--- config.mk ---
export PLATFORM = sky130hd
export DESIGN_NAME = mem_arbiter
export DESIGN_NICKNAME = d
export VERILOG_FILES = /design/src/rtl/mem_arbiter_pkg.sv /design/src/rtl/load_extend.sv /design/src/rtl/mem_arbiter.sv
export SDC_FILE = /design/constraint.sdc
export NUM_CORES = 1
export LEC_CHECK = 0
export BUFFER_PORTS_ARGS = -buffer_cell sky130_fd_sc_hd__buf_2
export CAP_MARGIN = 15
export CORE_UTILIZATION = 54
export DETAILED_ROUTE_END_ITERATION = 8
export HOLD_SLACK_MARGIN = 0.15
export PLACE_DENSITY = 0.85
export RECOVER_POWER = 25
export SLEW_MARGIN = 30
export SYNTH_ARGS = -nofsm -noshare
export SYNTH_HDL_FRONTEND = slang
export SYNTH_SLANG_ARGS = --single-unit
--- constraint.sdc ---
create_clock -name clk -period 3.3 [get_ports clk]
set_input_delay 0 -clock clk [delete_from_list [all_inputs] [get_ports clk]]
set_output_delay 0 -clock clk [all_outputs]
set_load 0.01 [all_outputs]
--- src/rtl/mem_arbiter_pkg.sv ---
// Shared CPU memory-side constants: arbiter state encoding, load/store funct3 width
// codes, the I/O address-match constant, and the transfer byte-count helper.
package mem_arbiter_pkg;

  typedef enum logic [1:0] {
    ST_IDLE  = 2'd0,
    ST_READ  = 2'd1,
    ST_WRITE = 2'd2,
    ST_DONE  = 2'd3
  } arb_state_t;

  localparam logic [2:0] F3_B  = 3'd0;
  localparam logic [2:0] F3_H  = 3'd1;
  localparam logic [2:0] F3_W  = 3'd2;
  localparam logic [2:0] F3_BU = 3'd4;
  localparam logic [2:0] F3_HU = 3'd5;

  // Address bits [17:16] equal to this select the memory-mapped I/O window.
  localparam logic [1:0] IO_ADDR_MATCH = 2'b11;

  function automatic logic [2:0] byte_count(input logic [2:0] width);
    case (width[1:0])
      2'b00:   byte_count = 3'd1;
      2'b01:   byte_count = 3'd2;
      default: byte_count = 3'd4;
    endcase
  endfunction

endpackage

--- src/rtl/load_extend.sv ---
// Sign/zero extension of an assembled little-endian load word by funct3 width.
module load_extend
  import mem_arbiter_pkg::*;
(
  input  logic [31:0] i_raw,
  input  logic [2:0]  i_width,
  output logic [31:0] o_ext
);

  always_comb begin
    o_ext = i_raw;
    case (i_width)
      F3_B:    o_ext = {{24{i_raw[7]}}, i_raw[7:0]};
      F3_H:    o_ext = {{16{i_raw[15]}}, i_raw[15:0]};
      F3_BU:   o_ext = {24'd0, i_raw[7:0]};
      F3_HU:   o_ext = {16'd0, i_raw[15:0]};
      default: o_ext = i_raw;
    endcase
  end

endmodule

--- src/rtl/mem_arbiter.sv ---
// Byte-serial RAM arbiter between instruction fetch and load/store, round-robin.
// Optional IO_BUFFER_STALL_EN holds I/O-window store bytes while io_buffer_full is set.
module mem_arbiter
  import mem_arbiter_pkg::*;
(
  input  logic        clk,
  input  logic        rst,
  input  logic        rdy,
  input  logic        rollback,
  input  logic [7:0]  mem_din,
  output logic [7:0]  mem_dout,
  output logic [31:0] mem_a,
  output logic        mem_wr,
  input  logic        io_buffer_full,
  input  logic        if_req,
  input  logic [31:0] if_addr,
  output logic        if_done,
  output logic [31:0] if_data,
  input  logic        lsb_req,
  input  logic        lsb_ls,
  input  logic [31:0] lsb_addr,
  input  logic [31:0] lsb_wdata,
  input  logic [2:0]  lsb_width,
  output logic        lsb_done,
  output logic [31:0] lsb_rdata
);

  // Handshake: requesters hold *_req high until their one-cycle *_done pulse;
  // the DONE cycle never samples requests, so a dropped request is seen in time.
  arb_state_t  r_state;
  arb_state_t  w_next;
  logic [2:0]  r_cnt;
  logic [2:0]  r_n;
  logic [31:0] r_base;
  logic [31:0] r_wdata;
  logic [31:0] r_buf;
  logic [31:0] r_if_hold;
  logic [31:0] r_lsb_hold;
  logic [2:0]  r_width;
  logic        r_is_read;
  logic        r_grant_if;
  logic        r_last_if;

  logic        w_grant;
  logic        w_grant_if;
  logic        w_stall;
  logic        w_done;
  logic [31:0] w_addr;
  logic [31:0] w_ext;
  logic [1:0]  w_idx;

  assign w_addr = r_base + {29'd0, r_cnt};
  assign w_idx  = r_cnt[1:0] - 2'd1;

`ifdef IO_BUFFER_STALL_EN
  assign w_stall = (r_state == ST_WRITE) && (w_addr[17:16] == IO_ADDR_MATCH) && io_buffer_full;
`else
  logic w_unused_io_full;
  assign w_unused_io_full = io_buffer_full;
  assign w_stall = 1'b0;
`endif

  load_extend u_load_extend (
    .i_raw   (r_buf),
    .i_width (r_width),
    .o_ext   (w_ext)
  );

  always_comb begin
    w_next     = r_state;
    w_grant    = 1'b0;
    w_grant_if = 1'b0;
    case (r_state)
      ST_IDLE: begin
        if (!rollback && (if_req || lsb_req)) begin
          w_grant    = 1'b1;
          w_grant_if = (if_req && lsb_req) ? !r_last_if : if_req;
          w_next     = (w_grant_if || lsb_ls) ? ST_READ : ST_WRITE;
        end
      end
      ST_READ: begin
        if (rollback)          w_next = ST_IDLE;
        else if (r_cnt == r_n) w_next = ST_DONE;
      end
      ST_WRITE: begin
        if (!w_stall && (r_cnt == r_n - 3'd1)) w_next = ST_DONE;
      end
      default: w_next = ST_IDLE;
    endcase
  end

  // A flushed read loses its done pulse even in its final cycle; stores always complete.
  assign w_done   = (r_state == ST_DONE) && !rst && !(rollback && r_is_read);
  assign if_done  = w_done && r_grant_if;
  assign lsb_done = w_done && !r_grant_if;
  assign if_data  = (w_done && r_grant_if) ? r_buf : r_if_hold;
  assign lsb_rdata = (w_done && !r_grant_if && r_is_read) ? w_ext : r_lsb_hold;

  assign mem_wr   = (r_state == ST_WRITE) && rdy && !rst && !w_stall;
  assign mem_a    = (!rst && (((r_state == ST_READ) && (r_cnt < r_n)) || (r_state == ST_WRITE)))
                    ? w_addr : 32'd0;
  assign mem_dout = (!rst && (r_state == ST_WRITE)) ? r_wdata[{r_cnt[1:0], 3'b000} +: 8] : 8'd0;

  always_ff @(posedge clk) begin
    if (rst) begin
      r_state    <= ST_IDLE;
      r_cnt      <= 3'd0;
      r_n        <= 3'd0;
      r_base     <= 32'd0;
      r_wdata    <= 32'd0;
      r_buf      <= 32'd0;
      r_if_hold  <= 32'd0;
      r_lsb_hold <= 32'd0;
      r_width    <= F3_W;
      r_is_read  <= 1'b0;
      r_grant_if <= 1'b0;
      r_last_if  <= 1'b1;
    end else if (rdy) begin
      r_state <= w_next;
      case (r_state)
        ST_IDLE: begin
          if (w_grant) begin
            r_base     <= w_grant_if ? if_addr : lsb_addr;
            r_wdata    <= lsb_wdata;
            r_width    <= w_grant_if ? F3_W : lsb_width;
            r_n        <= w_grant_if ? 3'd4 : byte_count(lsb_width);
            r_is_read  <= w_grant_if || lsb_ls;
            r_grant_if <= w_grant_if;
            r_last_if  <= w_grant_if;
            r_cnt      <= 3'd0;
            r_buf      <= 32'd0;
          end
        end
        ST_READ: begin
          // Byte k arrives the cycle after its address, so capture lags the counter by one.
          if (r_cnt != 3'd0) r_buf[{w_idx, 3'b000} +: 8] <= mem_din;
          r_cnt <= r_cnt + 3'd1;
        end
        ST_WRITE: begin
          if (!w_stall) r_cnt <= r_cnt + 3'd1;
        end
        default: begin
          r_cnt <= 3'd0;
          if (w_done && r_is_read) begin
            if (r_grant_if) r_if_hold  <= r_buf;
            else            r_lsb_hold <= w_ext;
          end
        end
      endcase
    end
  end

endmodule

Word-level counts from Yosys, hierarchy flattened. Index checks and enable logic that the tools add are counted.

Register bits after elaboration: 174. Latch bits: 0. Memory bits (writable): 0. ROM bits: 0. Output and inout port bits: 107. Logic and storage cells: 99. Memories: 0.

Add/sub/neg operators: 5. Multiply operators: 0. Div/mod/pow operators: 0. $lt $le $gt $ge: 1. Equal/unequal tests: 14. Shift operators: 3. Multiplexer cells: 26. Bitwise logic cells: 2. Reductions and logical operators: 36.

Operator list (count): $mux 32 (6); $pmux 32 s4 (1); $pmux 32 s2 (1); $add 32x3->32 (1); $bwmux 32 (1); $shift 8x7->32 const A (1); $shiftx 32x6->8 (1); $shiftx 8x7->32 (1); $reduce_and 4->1 (4); $logic_and 1x1->1 (14); $pmux 3 s2 (2); $mux 2 (5); $mux 3 (3); $mux 8 (1); $neg 5->7 (1); $eq 3x3->1 (2); $eq 3x3->1 const B (2); $ne 2x2->1 const B (3); $pmux 2 s3 (1); $logic_not 1->1 (5); $mux 1 (5); $eq 2x1->1 const B (2); $eq 2x2->1 const B (2); $logic_not 2->1 (2); 16 further kinds (20).

Longest topological paths before layout.
Depth in word-level cells: 6. Gate-level depth with buffers: 9. Mapped depth without buffers: 7.

Modules after synthesis. Synthesis repeated with hierarchy kept, for this count alone.

Cell total of the unflattened synthesis: 1065. Area, all modules: 9148.8 sq um.

By module, submodules not included: mem_arbiter (times used 1, cells each 998, area an instance 8793.4 sq um, sequential area each 3483.3 sq um); load_extend (times used 1, cells each 67, area an instance 355.3 sq um, sequential area each 0.0 sq um).

Least setup slack after synthesis. No wires, ideal clock.

Kind: reg2out. Start: register r_cnt[1]. End: output port mem_a[22]. Arrival: 2439 ps. Required time: 3300 ps. Setup slack: 861 ps. Cell stages (with the launch flop): 9. Path buffers: 2. Cells stage by stage: dfxtp_1 clkbuf_1 inv_1 fa_1 nor2b_1 buf_4 o2111ai_1 or3_1 a21oi_1.

Longest elaborated chain between the ends: 5. Elaborated cells on any way between the ends: 6. Classes of those cells: add/sub (1); order compare (1); mux (1); reduce/logical (3).

RTL lines: start: declaration (line mem_arbiter.sv:32) `logic [2:0] r_cnt;`; start signal: assignment (line mem_arbiter.sv:137) `r_cnt <= r_cnt + 3'd1;`; start signal: assignment (line mem_arbiter.sv:140) `if (!w_stall) r_cnt <= r_cnt + 3'd1;`; branches (longest 4 deep; another with $add 32x3->32); $mux 32 * (line mem_arbiter.sv:101) `? w_addr : 32'd0;`; end: declaration (line mem_arbiter.sv:12) `output logic [31:0] mem_a,`.

Every way passes the cells marked *.

Final worst setup path.
Start: register r_state[0]. End: output port mem_a[23].

Longest elaborated chain between the ends: 5. Elaborated cells on any way between the ends: 6. Classes of those cells: eq/ne (2); mux (1); reduce/logical (3).

RTL lines: start: declaration (line mem_arbiter.sv:30) `arb_state_t r_state;`; start signal: assignment (line mem_arbiter.sv:119) `r_state <= w_next;`; $eq 2x1->1 (line mem_arbiter.sv:100) `assign mem_a = (!rst && (((r_state == ST_READ) && (r_cnt < r_n)) || (r_state == ST_WRITE)))`; $logic_and 1x1->1 (line mem_arbiter.sv:100); $logic_or 1x1->1 * (line mem_arbiter.sv:100); $logic_and 1x1->1 * (line mem_arbiter.sv:100); $mux 32 * (line mem_arbiter.sv:101).

Every way passes the cells marked *; elsewhere a longest branch is shown, timed or not.

==> summary.md <==
| Metric | Value |
|---|---|
| Clock share of power | `around two fifths` |
| Clk sinks | `174` |
| Int Pwr | `0.00372 W` |
| Yosys warns | `0` |
| Clock Skew | `roughly 12 ps` |
| Worst-path maximum fanout | `21` |
| Vias/cell | `just over 6` |
| Slew Limit Fails | `0` |
| Placed insts | `between 1000 and 1500` |
| DRT antenna net count | `0` |
| Seq/Total Area, Yosys | `approximately two fifths` |
| Synth Area in Simple Gates | `22.3%` |
| CTS buffer count | `17` |
| Die height | `132 um` |
| Total GRT Usage | `roughly a third` |
| Post-route setup TNS | `0 ps` |
| Area of the die | `between 0.015 and 0.02 mm^2` |
| Worst-Margin Slew | `between 1000 and 1500 ps` |
| Fin nets | `around 1500` |
| DR iter-0 viols | `1101` |
| Post-synthesis mux area share | `12.2%` |
| Slew headroom | `3.43%` |
| Post-DP HPWL | `~17000 um` |
| Most common cell after layout, fill and taps aside | `buf_2` |
| Critical Path RT | `roughly 3300 ps` |
| Flop pwr share | `~44%` |
| Initial antenna violation count | `1` |
| Peak supply drop | `394 uV` |
| Die W | `132 um` |
| Post-synth ARST share | `0%` |
| Synthesis-stage register bit count | `around 170` |
| H-Tree Depth | `4` |
| Max Clk Rate | `around 320 MHz` |
| Leak pwr | `a little over 5 nW` |
| Synth Area in Compound Gates | `18.3%` |
| # rows | `47` |
| Max-cap viol count | `0` |
| Area share of the largest cell type after synthesis | `a little under two fifths` |
| Final hold vios | `0` |
| Final Non-Filler Cells | `between 1500 and 2000` |
| Vias in the first global route | `between 9000 and 10000` |
| Sw Share | `a little over a quarter` |
| Synth cell types | `60` |
| Hold Crit Class | `input pin to register` |
| XOR/XNOR Fraction of Synth Area | `between 1 and 1.5%` |
| Max clock buf depth | `2` |
| Fin crit share | `between 90% and 100%` |
| Clock-pin slew of the registers on the worst-case setup and hold paths | `around 60 ps` |
| Worst-skew pair later-pin latency | `between 400 and 500 ps` |
| WL per Instance | `18.9 um` |
| Crit path DAT | `3150 ps` |
| Core area | `about 0.017 mm^2` |
| Avg Cell Area, Syn | `about 8.4 um^2` |
| CTS tree | `done` |
| DRC Markers | `0` |
| Crit end category | `output port` |
| Top-level I/O count | `222` |
| Layout cells sized above 1 | `between 20% and 30%` |
| Pwr Density | `about 420 mW/mm^2` |
| GP Congestion | `between 0.8 and 0.9` |
| Status | `finished clean` |
| CP startpoint kind | `register` |
| Switch Pwr | `between 0.001 and 0.0015 W` |
| Largest net degree at the start of global routing | `73` |
| Synth Cell Area | `a little over 0.009 mm^2` |
| Synth area leader | `dfxtp_1` |
| Mapped Nets | `roughly 1200` |
| Largest family of logic cells by synthesized area | `simple AND/OR/NAND/NOR gates` |
| Final Setup Violations | `0` |
| Post-Synth Adder-Cell Area | `between 2 and 3%` |
| PnR Total Power | `0.00512 W` |
| Synth Flop Type | `dfxtp_1` |
| Global-route wire length before repair | `approximately 48000 um` |
| Post-CTS setup buffers | `0` |
| I/O Buffers | `220` |
| Post-synth EDFFs | `0` |
| Most frequent cells in the layout | `buf_2, dfxtp_1, nor2_1, a21oi_1, dlygate4sd3_1` |
| Syn Inst Count | `about 1100` |
| Synth top area cells | `dfxtp_1, a21oi_1, nor2_1` |
| Synthesis-to-finish area growth | `32.6%` |
| Root Driver | `clkbuf_16` |
| Final wirelength | `between 30000 and 40000 um` |
| Total number of vias | `approximately 10000` |
| Logic pwr share | `roughly 14%` |
| Drt pass-1 iters | `6` |
| Grt ovf | `0` |
| Min Tclk post-route | `approximately 3100 ps` |
| Fin util | `about 73%` |
| Initial Utilization | `about 55%` |
| Crit Path Category | `register to output port` |
[final cells by class]
type | instances | area (um^2)
Clock inverter | 13 | 175
Fill cell | 1139 | 4420
Inverter | 15 | 56.3
Clock buffer | 19 | 453
Timing Repair Buffer | 360 | 2470
Sequential cell | 174 | 3480
Multi-Input combinational cell | 808 | 5190
Tap cell | 220 | 275
Antenna cell | 1 | 2.50
[cells by family (layout without fill, tap and decap cells)]
| group | count (synthesis) | in the layout |
|---|---|---|
| AOI/OAI and AO/OA | 270 | 270 |
| muxes | 96 | 96 |
| DFF | 174 | 174 |
| adders and majority gates | 18 | 18 |
| and+or+nand+nor | 412 | 412 |
| xor gates and xnor gates | 12 | 12 |
| other | 0 | 1 |
| buffers and inverters | 109 | 407 |
[registers in the layout, indices dropped and copies added, names as in the netlist]
name and count:
r_state 2, r_is_read 1, r_if_hold 32, r_width 3
r_grant_if 1, r_lsb_hold 32, r_n 3, r_last_if 1
r_cnt 3, r_base 32, r_wdata 32, r_buf 32
[what timing repair did]
| item | CTS | global route |
|---|---|---|
| hold buffers | 120 | 0 |
| gates resized for setup | 0 | 1 |
| endpoints found under the setup margin | 0 | 3 |
| hold endpoints to repair | 119 | 0 |
[critical path: stages (launching register included)]
cell and delay (ps):
dfxtp_1 350, inv_1 110, ha_1 400, inv_1 180, a21oi_1 200, buf_4 220
nand2_1 500, buf_4 380, a21oi_1 190, buf_2 170
[cells in the mapped netlist (all sizes together) (2+ instances only)]
| cell | count |
|---|---|
| a211oi | 26 |
| a21oi | 124 |
| a22o | 7 |
| a31oi | 3 |
| and2 | 10 |
| and3 | 16 |
| and4 | 5 |
| buf | 34 |
| clkbuf | 60 |
| dfxtp | 174 |
| ha | 17 |
| inv | 15 |
| mux2 | 40 |
| mux2i | 48 |
| mux4 | 8 |
| nand2 | 97 |
| nand2b | 5 |
| nand3 | 19 |
| nand3b | 4 |
| nand4 | 24 |
| nand4b | 2 |
| nor2 | 138 |
| nor2b | 9 |
| nor3 | 35 |
| nor3b | 8 |
| nor4 | 4 |
| nor4b | 2 |
| o2111ai | 5 |
| o211ai | 5 |
| o21a | 2 |
| o21ai | 19 |
| o221ai | 2 |
| o22ai | 32 |
| o31ai | 35 |
| or3 | 3 |
| or4 | 27 |
| or4b | 2 |
| xnor2 | 2 |
| xor2 | 9 |
[worst paths after layout]
check | start | slack [ps] | end | cells after the start
hold reg to reg | r_wdata[9]$_SDFFE_PP0P_ | 450 | r_wdata[9]$_SDFFE_PP0P_ | 2
hold / removal | rollback | 210 | r_state[0]$_SDFFE_PP0P_ | 4
setup reg to reg | r_state[0]$_SDFFE_PP0P_ | 190 | r_base[19]$_SDFFE_PP0P_ | 8
setup / recovery | r_state[0]$_SDFFE_PP0P_ | 150 | mem_a[23] | 9
[per-layer routing]
layer	wire length [um]	GRT usage [%]	up-vias
li1	-	-	4531
met1	11900	41.6	4628
met2	14300	55.9	708
met3	2850	7.80	170
met4	1360	17.6	0
met5	0	0	-
[power by group through the flow]
| stage | registers (W) | logic [W] | clock network (W) |
|---|---|---|---|
| floorplan | 0.00226 | 0.000389 | 0 |
| global placement | 0.00229 | 0.000538 | 0 |
| detailed placement | 0.00229 | 0.000553 | 0 |
| CTS | 0.00224 | 0.000673 | 0.00214 |
| global route | 0.00226 | 0.000770 | 0.00225 |
| finish | 0.00226 | 0.000719 | 0.00215 |
[metrics by stage]
stage | hold WS [ps] | setup WS [ps] | cell area, um^2
5_1_grt | 209 | -124 | 12100
3_5_place_dp | 247 | 731 | 10300
3_3_place_gp | 242 | 737 | 10300
2_1_floorplan | 126 | 861 | 9130
6_report | 207 | 153 | 12100
4_1_cts | 166 | 241 | 12100
(Power assumes the default switching activity.)
